===== src/rtl/inst_loader.sv =====
// ---------------------------------------------------------------------------
// inst_loader
// Byte-stream boot loader. It receives a framed program image from a serial
// receiver, assembles 32-bit instruction words and writes them into
// instruction memory while holding the CPU in reset.
//
// Frame: HEADER, N, N x (4 bytes, MSB first), checksum (XOR of N and data).
//
// Ports
//   ClkIn       in   1   clock, rising edge
//   Reset       in   1   synchronous, active-high
//   RxValid     in   1   strobe: RxByte holds a received byte
//   RxByte      in   8   received byte
//   MemWE       out  1   one-cycle instruction-memory write strobe
//   MemAddr     out  32  word-aligned byte address of the write
//   MemWData    out  32  instruction word to write
//   CpuHold     out  1   processor held in reset while high
//   Done        out  1   last load completed with a good checksum
//   Error       out  1   last load aborted (bad checksum or timeout)
//   WordsLoaded out  8   words written in the current or last load
// ---------------------------------------------------------------------------
module inst_loader #(
  parameter logic [7:0] HEADER  = 8'hA5,
  parameter int         TIMEOUT = 1000000
) (
  input  logic        ClkIn,
  input  logic        Reset,
  input  logic        RxValid,
  input  logic [7:0]  RxByte,
  output logic        MemWE,
  output logic [31:0] MemAddr,
  output logic [31:0] MemWData,
  output logic        CpuHold,
  output logic        Done,
  output logic        Error,
  output logic [7:0]  WordsLoaded
);

  localparam int TW = $clog2(TIMEOUT + 1);

  typedef enum logic [2:0] {IDLE, COUNT, DATA, CHECK, DONE, ERR} state_t;

  state_t        state, state_nx;
  logic [7:0]    n_words;
  logic [7:0]    words_asm;     // index of the word currently being assembled
  logic [7:0]    csum;
  logic [7:0]    words_loaded;
  logic [1:0]    byte_cnt;
  logic [23:0]   asm_sr;        // first three bytes of the word in flight
  logic [TW-1:0] tmo_cnt;
  logic          we_q;
  logic [31:0]   addr_q;
  logic [31:0]   wdata_q;

  logic active;
  logic is_header;
  logic tmo_hit;
  logic last_byte;

  assign active    = (state == COUNT) || (state == DATA) || (state == CHECK);
  assign is_header = RxValid && (RxByte == HEADER);
  assign tmo_hit   = active && !RxValid && (tmo_cnt == TW'(TIMEOUT - 1));
  assign last_byte = RxValid && (state == DATA) && (byte_cnt == 2'd3) &&
                     (words_asm == n_words - 8'd1);

  // State register
  always_ff @(posedge ClkIn) begin
    if (Reset) state <= IDLE;
    else       state <= state_nx;
  end

  // Next-state logic
  always_comb begin
    state_nx = state;
    case (state)
      IDLE:  if (is_header) state_nx = COUNT;
      COUNT: begin
        if (RxValid)      state_nx = (RxByte == 8'd0) ? CHECK : DATA;
        else if (tmo_hit) state_nx = ERR;
      end
      // Leaving DATA on the last byte lets a checksum byte arriving in the
      // write cycle be taken by CHECK without being dropped.
      DATA: begin
        if (last_byte)    state_nx = CHECK;
        else if (tmo_hit) state_nx = ERR;
      end
      CHECK: begin
        if (RxValid)      state_nx = (RxByte == csum) ? DONE : ERR;
        else if (tmo_hit) state_nx = ERR;
      end
      DONE, ERR: if (is_header) state_nx = COUNT;
      default: state_nx = IDLE;
    endcase
  end

  // Datapath: checksum, word assembly, write staging, counters
  always_ff @(posedge ClkIn) begin
    if (Reset) begin
      n_words      <= '0;
      words_asm    <= '0;
      csum         <= '0;
      words_loaded <= '0;
      byte_cnt     <= '0;
      asm_sr       <= '0;
      tmo_cnt      <= '0;
      we_q         <= 1'b0;
      addr_q       <= '0;
      wdata_q      <= '0;
    end else begin
      we_q <= 1'b0;
      if (we_q) words_loaded <= words_loaded + 8'd1;

      if (!active || RxValid || tmo_hit) tmo_cnt <= '0;
      else                               tmo_cnt <= tmo_cnt + 1'b1;

      case (state)
        IDLE, DONE, ERR: begin
          if (is_header) begin
            words_loaded <= '0;
            words_asm    <= '0;
            csum         <= '0;
            byte_cnt     <= '0;
          end
        end
        COUNT: begin
          if (RxValid) begin
            n_words <= RxByte;
            csum    <= RxByte;
          end
        end
        DATA: begin
          if (RxValid) begin
            csum     <= csum ^ RxByte;
            byte_cnt <= byte_cnt + 2'd1;
            asm_sr   <= {asm_sr[15:0], RxByte};
            if (byte_cnt == 2'd3) begin
              we_q      <= 1'b1;
              addr_q    <= {22'd0, words_asm, 2'b00};
              wdata_q   <= {asm_sr, RxByte};
              words_asm <= words_asm + 8'd1;
            end
          end
        end
        default: ;
      endcase
    end
  end

  // Outputs
  always_comb begin
    CpuHold     = active || (state == ERR);
    Done        = (state == DONE);
    Error       = (state == ERR);
    MemWE       = we_q;
    MemAddr     = addr_q;
    MemWData    = wdata_q;
    WordsLoaded = words_loaded;
  end

endmodule


===== config.mk =====
export PLATFORM = sky130hd
export DESIGN_NAME = inst_loader
export DESIGN_NICKNAME = d
export VERILOG_FILES = /design/src/rtl/inst_loader.sv
export SDC_FILE = /design/constraint.sdc
export NUM_CORES = 1
export LEC_CHECK = 0
export BUFFER_PORTS_ARGS = -buffer_cell sky130_fd_sc_hd__buf_2
export CAP_MARGIN = 20
export CELL_PAD_IN_SITES_DETAIL_PLACEMENT = 1
export CELL_PAD_IN_SITES_GLOBAL_PLACEMENT = 2
export CORE_MARGIN = 2
export CORE_UTILIZATION = 30
export DETAILED_ROUTE_END_ITERATION = 16
export PLACE_DENSITY = 0.8
export SYNTH_ARGS = -nofsm -noshare
export SYNTH_HDL_FRONTEND = slang
export SYNTH_SLANG_ARGS = --single-unit

===== constraint.sdc =====
create_clock -name ClkIn -period 1.8 [get_ports ClkIn]
set_clock_uncertainty 0.05 [all_clocks]
set_input_delay 0.18 -clock ClkIn [delete_from_list [all_inputs] [get_ports ClkIn]]
set_output_delay 0.18 -clock ClkIn [all_outputs]
set_load 0.005 [all_outputs]

==> metrics.txt <==
# TYPE chip_impl_metric gauge
chip_impl_metric{name="timing.final.crit_period",unit="ns"} 1.729
chip_impl_metric{name="finalCoreUtilization",unit="%"} 38.80
chip_impl_metric{name="drive_above_1_share",unit="%"} 20.03
chip_impl_metric{name="chipHeight",unit="µm"} 137.6
chip_impl_metric{name="totalWireLength",unit="µm"} 15040
chip_impl_info{name="run_status",value="complete, no violations"} 1
chip_impl_metric{name="grt_start_max_net_pins",unit=""} 44
chip_impl_metric{name="ff2ff_setup_slack",unit="ns"} 0.07
chip_impl_metric{name="syn-instance-count",unit=""} 661
chip_impl_metric{name="hold-worst-slack",unit="ns"} 0.1126
chip_impl_metric{name="setup_slack_after_placement",unit="ns"} -0.07805
chip_impl_metric{name="floorplan.initialDensity",unit="%"} 30.85
chip_impl_metric{name="critPathRequiredTime",unit="ns"} 2.08
chip_impl_metric{name="hpwl",unit="µm"} 10500
chip_impl_metric{name="cts_setup_buffers",unit=""} 0
chip_impl_metric{name="drv_cap",unit=""} 0
chip_impl_metric{name="globalRoute.totalOverflow",unit=""} 0
chip_impl_metric{name="tightest_slew",unit="ns"} 0.5240
chip_impl_metric{name="fin_ws",unit="ns"} 0.07066
chip_impl_info{name="crit-reg2reg-launch",value="state[2]"} 1
chip_impl_metric{name="rr_worst_depth",unit=""} 5
chip_impl_info{name="crit-reg2reg-capture",value="state[0]"} 1
chip_impl_metric{name="dp_cells",unit=""} 947
chip_impl_metric{name="timing.final.hold_violations",unit=""} 0
chip_impl_metric{name="ant_nets",unit=""} 0
chip_impl_metric{name="first_global_vias",unit=""} 4892
chip_impl_metric{name="route.detailed.wl_per_inst",unit="µm"} 15.36
chip_impl_metric{name="worstHoldPathCells",unit=""} 2
chip_impl_metric{name="ctsHtreeMaxLevel",unit=""} 4
chip_impl_metric{name="synth_seq_area_share",unit="%"} 45.62
chip_impl_metric{name="synth_async_sr_flop_share",unit="%"} 0
chip_impl_info{name="timing.hold.worst_endpoint",value="n_words[0]"} 1
chip_impl_metric{name="first_pass_grt_wire_length",unit="µm"} 24300
chip_impl_metric{name="p_per_area",unit="mW/mm²"} 991.7
chip_impl_info{name="grt_setup_unrepaired",value="yes"} 1
chip_impl_metric{name="worst_skew_pair.late_latency",unit="ns"} 0.42
chip_impl_metric{name="num_vias",unit=""} 4696
chip_impl_info{name="synth-main-ff-cell",value="sky130_fd_sc_hd__dfxtp_1"} 1
chip_impl_metric{name="coreArea",unit="mm²"} 0.01736
chip_impl_info{name="most_common_cell_after_layout_fill_and_taps_aside",value="sky130_fd_sc_hd__nand2_1"} 1
chip_impl_metric{name="ys_warn_count",unit=""} 0
chip_impl_info{name="min-delay-path-class",value="in -> reg"} 1
chip_impl_metric{name="io_pins",unit=""} 87
chip_impl_info{name="timing_worst_setup_path_type",value="reg -> reg"} 1
chip_impl_metric{name="io_buffers",unit=""} 62
chip_impl_metric{name="insertedDiodeCount",unit=""} 0
chip_impl_metric{name="grt_usage",unit="%"} 16.49
chip_impl_metric{name="vdd_ir_drop_max",unit="V"} 0.0006279
chip_impl_info{name="tritoncts_clock_tree",value="built"} 1
chip_impl_metric{name="dr.pass1.iters",unit=""} 4
chip_impl_metric{name="finalMaxSlewViolations",unit=""} 0
chip_impl_metric{name="fin_nets",unit=""} 757
chip_impl_metric{name="drt_first_iter_violations",unit=""} 190
chip_impl_metric{name="max_clock_freq",unit="MHz"} 578.3
chip_impl_info{name="final_cell_mix",value="sky130_fd_sc_hd__nand2_1 (161), sky130_fd_sc_hd__dfxtp_1 (121), sky130_fd_sc_hd__a21oi_1 (78)"} 1
chip_impl_info{name="cts_root_buf",value="sky130_fd_sc_hd__clkbuf_16"} 1
chip_impl_metric{name="slew_limit_headroom",unit="%"} 65.03
chip_impl_metric{name="finalInstanceArea",unit="mm²"} 0.006734
chip_impl_metric{name="clockBufferDepth",unit=""} 2
chip_impl_metric{name="ys_seq_elements",unit=""} 122
chip_impl_metric{name="mapped_cell_area",unit="mm²"} 0.005354
chip_impl_metric{name="die_w",unit="µm"} 137.6
chip_impl_metric{name="cp.arrival",unit="ns"} 2.01
chip_impl_metric{name="die_area",unit="mm²"} 0.01893
chip_impl_metric{name="finalSetupViolations",unit=""} 0
chip_impl_metric{name="number_of_remaining_drc_errors",unit=""} 0
chip_impl_metric{name="leakagePower",unit="nW"} 2.641
chip_impl_metric{name="synth.avg_cell_area",unit="µm²"} 8.100
chip_impl_metric{name="finalWeightedCongestion",unit=""} 0.8375
chip_impl_metric{name="synth-edff-count",unit=""} 0
chip_impl_metric{name="cts-buffers-inserted",unit=""} 17
chip_impl_metric{name="synth_cell_types",unit=""} 49
chip_impl_metric{name="floorplan.rows",unit=""} 48
chip_impl_metric{name="setup-tns-final",unit="ns"} 0
chip_impl_metric{name="layout.cells.non_filler",unit=""} 979
chip_impl_metric{name="post-route-period-util",unit="%"} 96.07
chip_impl_info{name="worstHoldStart",value="Reset"} 1
chip_impl_metric{name="finalPower",unit="mW"} 6.678
chip_impl_metric{name="tritoncts_num_sinks",unit=""} 122
chip_impl_info{name="worst_setup_path_start_kind",value="flip-flop"} 1
chip_impl_metric{name="antenna_found_initial",unit=""} 0
chip_impl_metric{name="synthToLayoutAreaGrowth",unit="%"} 25.78
chip_impl_metric{name="cts.reportedPaths.clkPinSlew",unit="ns"} 0.06
chip_impl_metric{name="placed_cell_area",unit="mm²"} 0.006025
chip_impl_metric{name="highest_fanout_seen_on_the_critical_path",unit=""} 5
chip_impl_metric{name="route.detailed.vias_per_inst",unit=""} 4.797
chip_impl_info{name="critPathCaptureType",value="flip-flop"} 1
sequential cells by signal (all words and copies together), names as in the netlist, 2 cells and up:
signal / flops
MemWData: 32
byte_cnt: 2
MemAddr: 8
csum: 8
words_asm: 8
tmo_cnt: 20
n_words: 8
WordsLoaded: 8
state: 3
asm_sr: 24
worst max path at each step:
stage,to,start,slack (ns)
floorplan,tmo_cnt[12],tmo_cnt[0],0.06
global placement,csum[3],RxByte[1],0.02
detailed placement,csum[3],RxByte[3],-0.08
CTS,state[0],n_words[0],0.002
global route,state[0],state[2],-0.008
finish,state[0],state[2],0.07
power by group:
part,total [mW],internal [mW],switching (mW)
sequential,2.70,2.70,0.000974
clock,3.82,2.57,1.25
combinational,0.153,0.0440,0.109
what timing repair did:
action,in CTS,in global routing
pin swaps,0,3
hold buffers,0,0
cloned,0,0
setup endpoints to repair,3,26
resized for setup,4,8
cells in the mapped netlist, drive strengths merged (3+ instances only):
cell type	n	area [µm²]
a21oi	78	390.4
a31oi	3	18.77
a32o	8	80.08
and2	4	25.02
and3	16	100.1
buf	39	262.8
clkbuf	28	105.1
dfxtp	122	2442
ha	5	62.56
inv	6	22.52
nand2	162	608.1
nand2b	5	31.28
nand3	17	85.08
nand4	13	87.58
nor2	48	180.2
nor2b	3	18.77
nor3	5	25.02
nor4	4	31.28
nor4b	3	26.28
o21ai	18	90.09
xnor2	20	175.2
xor2	29	254.0
cell type report:
type	instances	area (µm²)
Timing Repair Buffer	105	674.4
Inverter	6	22.52
Sequential cell	122	2444
Fill cell	2060	10620
Clock inverter	10	186.4
Tap cell	225	281.5
Multi-Input combinational cell	489	2651
Clock buffer	22	474.2
metal layers:
layer  part of all wire (%)  track usage, %  up-vias
met5                      0               0        -
met4                    1.8           6.243        0
met3                    3.0           3.495       20
met2                     51           28.66       79
met1                     44           19.90     2276
li1                       -               -     2321
logic make-up (layout without fill, tap and decap cells):
family / count (synthesis) / count (layout) / synth area share, %
multiplexers: 3 / 3 / 0.5842
AO/OA/AOI/OAI: 115 / 115 / 12.39
XOR/XNOR: 49 / 49 / 8.016
adder cells (fa/ha/maj): 5 / 5 / 1.168
flip-flops: 122 / 122 / 45.62
buffers and inverters: 73 / 143 / 7.291
other: 1 / 24 / 0.07004
AND/OR/NAND/NOR: 293 / 293 / 24.87
critical path: stages, from the launching register on:
cell,delay [ns]
sky130_fd_sc_hd__dfxtp_1,0.35
sky130_fd_sc_hd__and4bb_2,0.33
sky130_fd_sc_hd__nand2_1,0.12
sky130_fd_sc_hd__nor4_2,0.35
sky130_fd_sc_hd__o2111ai_2,0.21
sky130_fd_sc_hd__a31oi_1,0.24
Note: power is estimated with default switching activity, not from simulation.
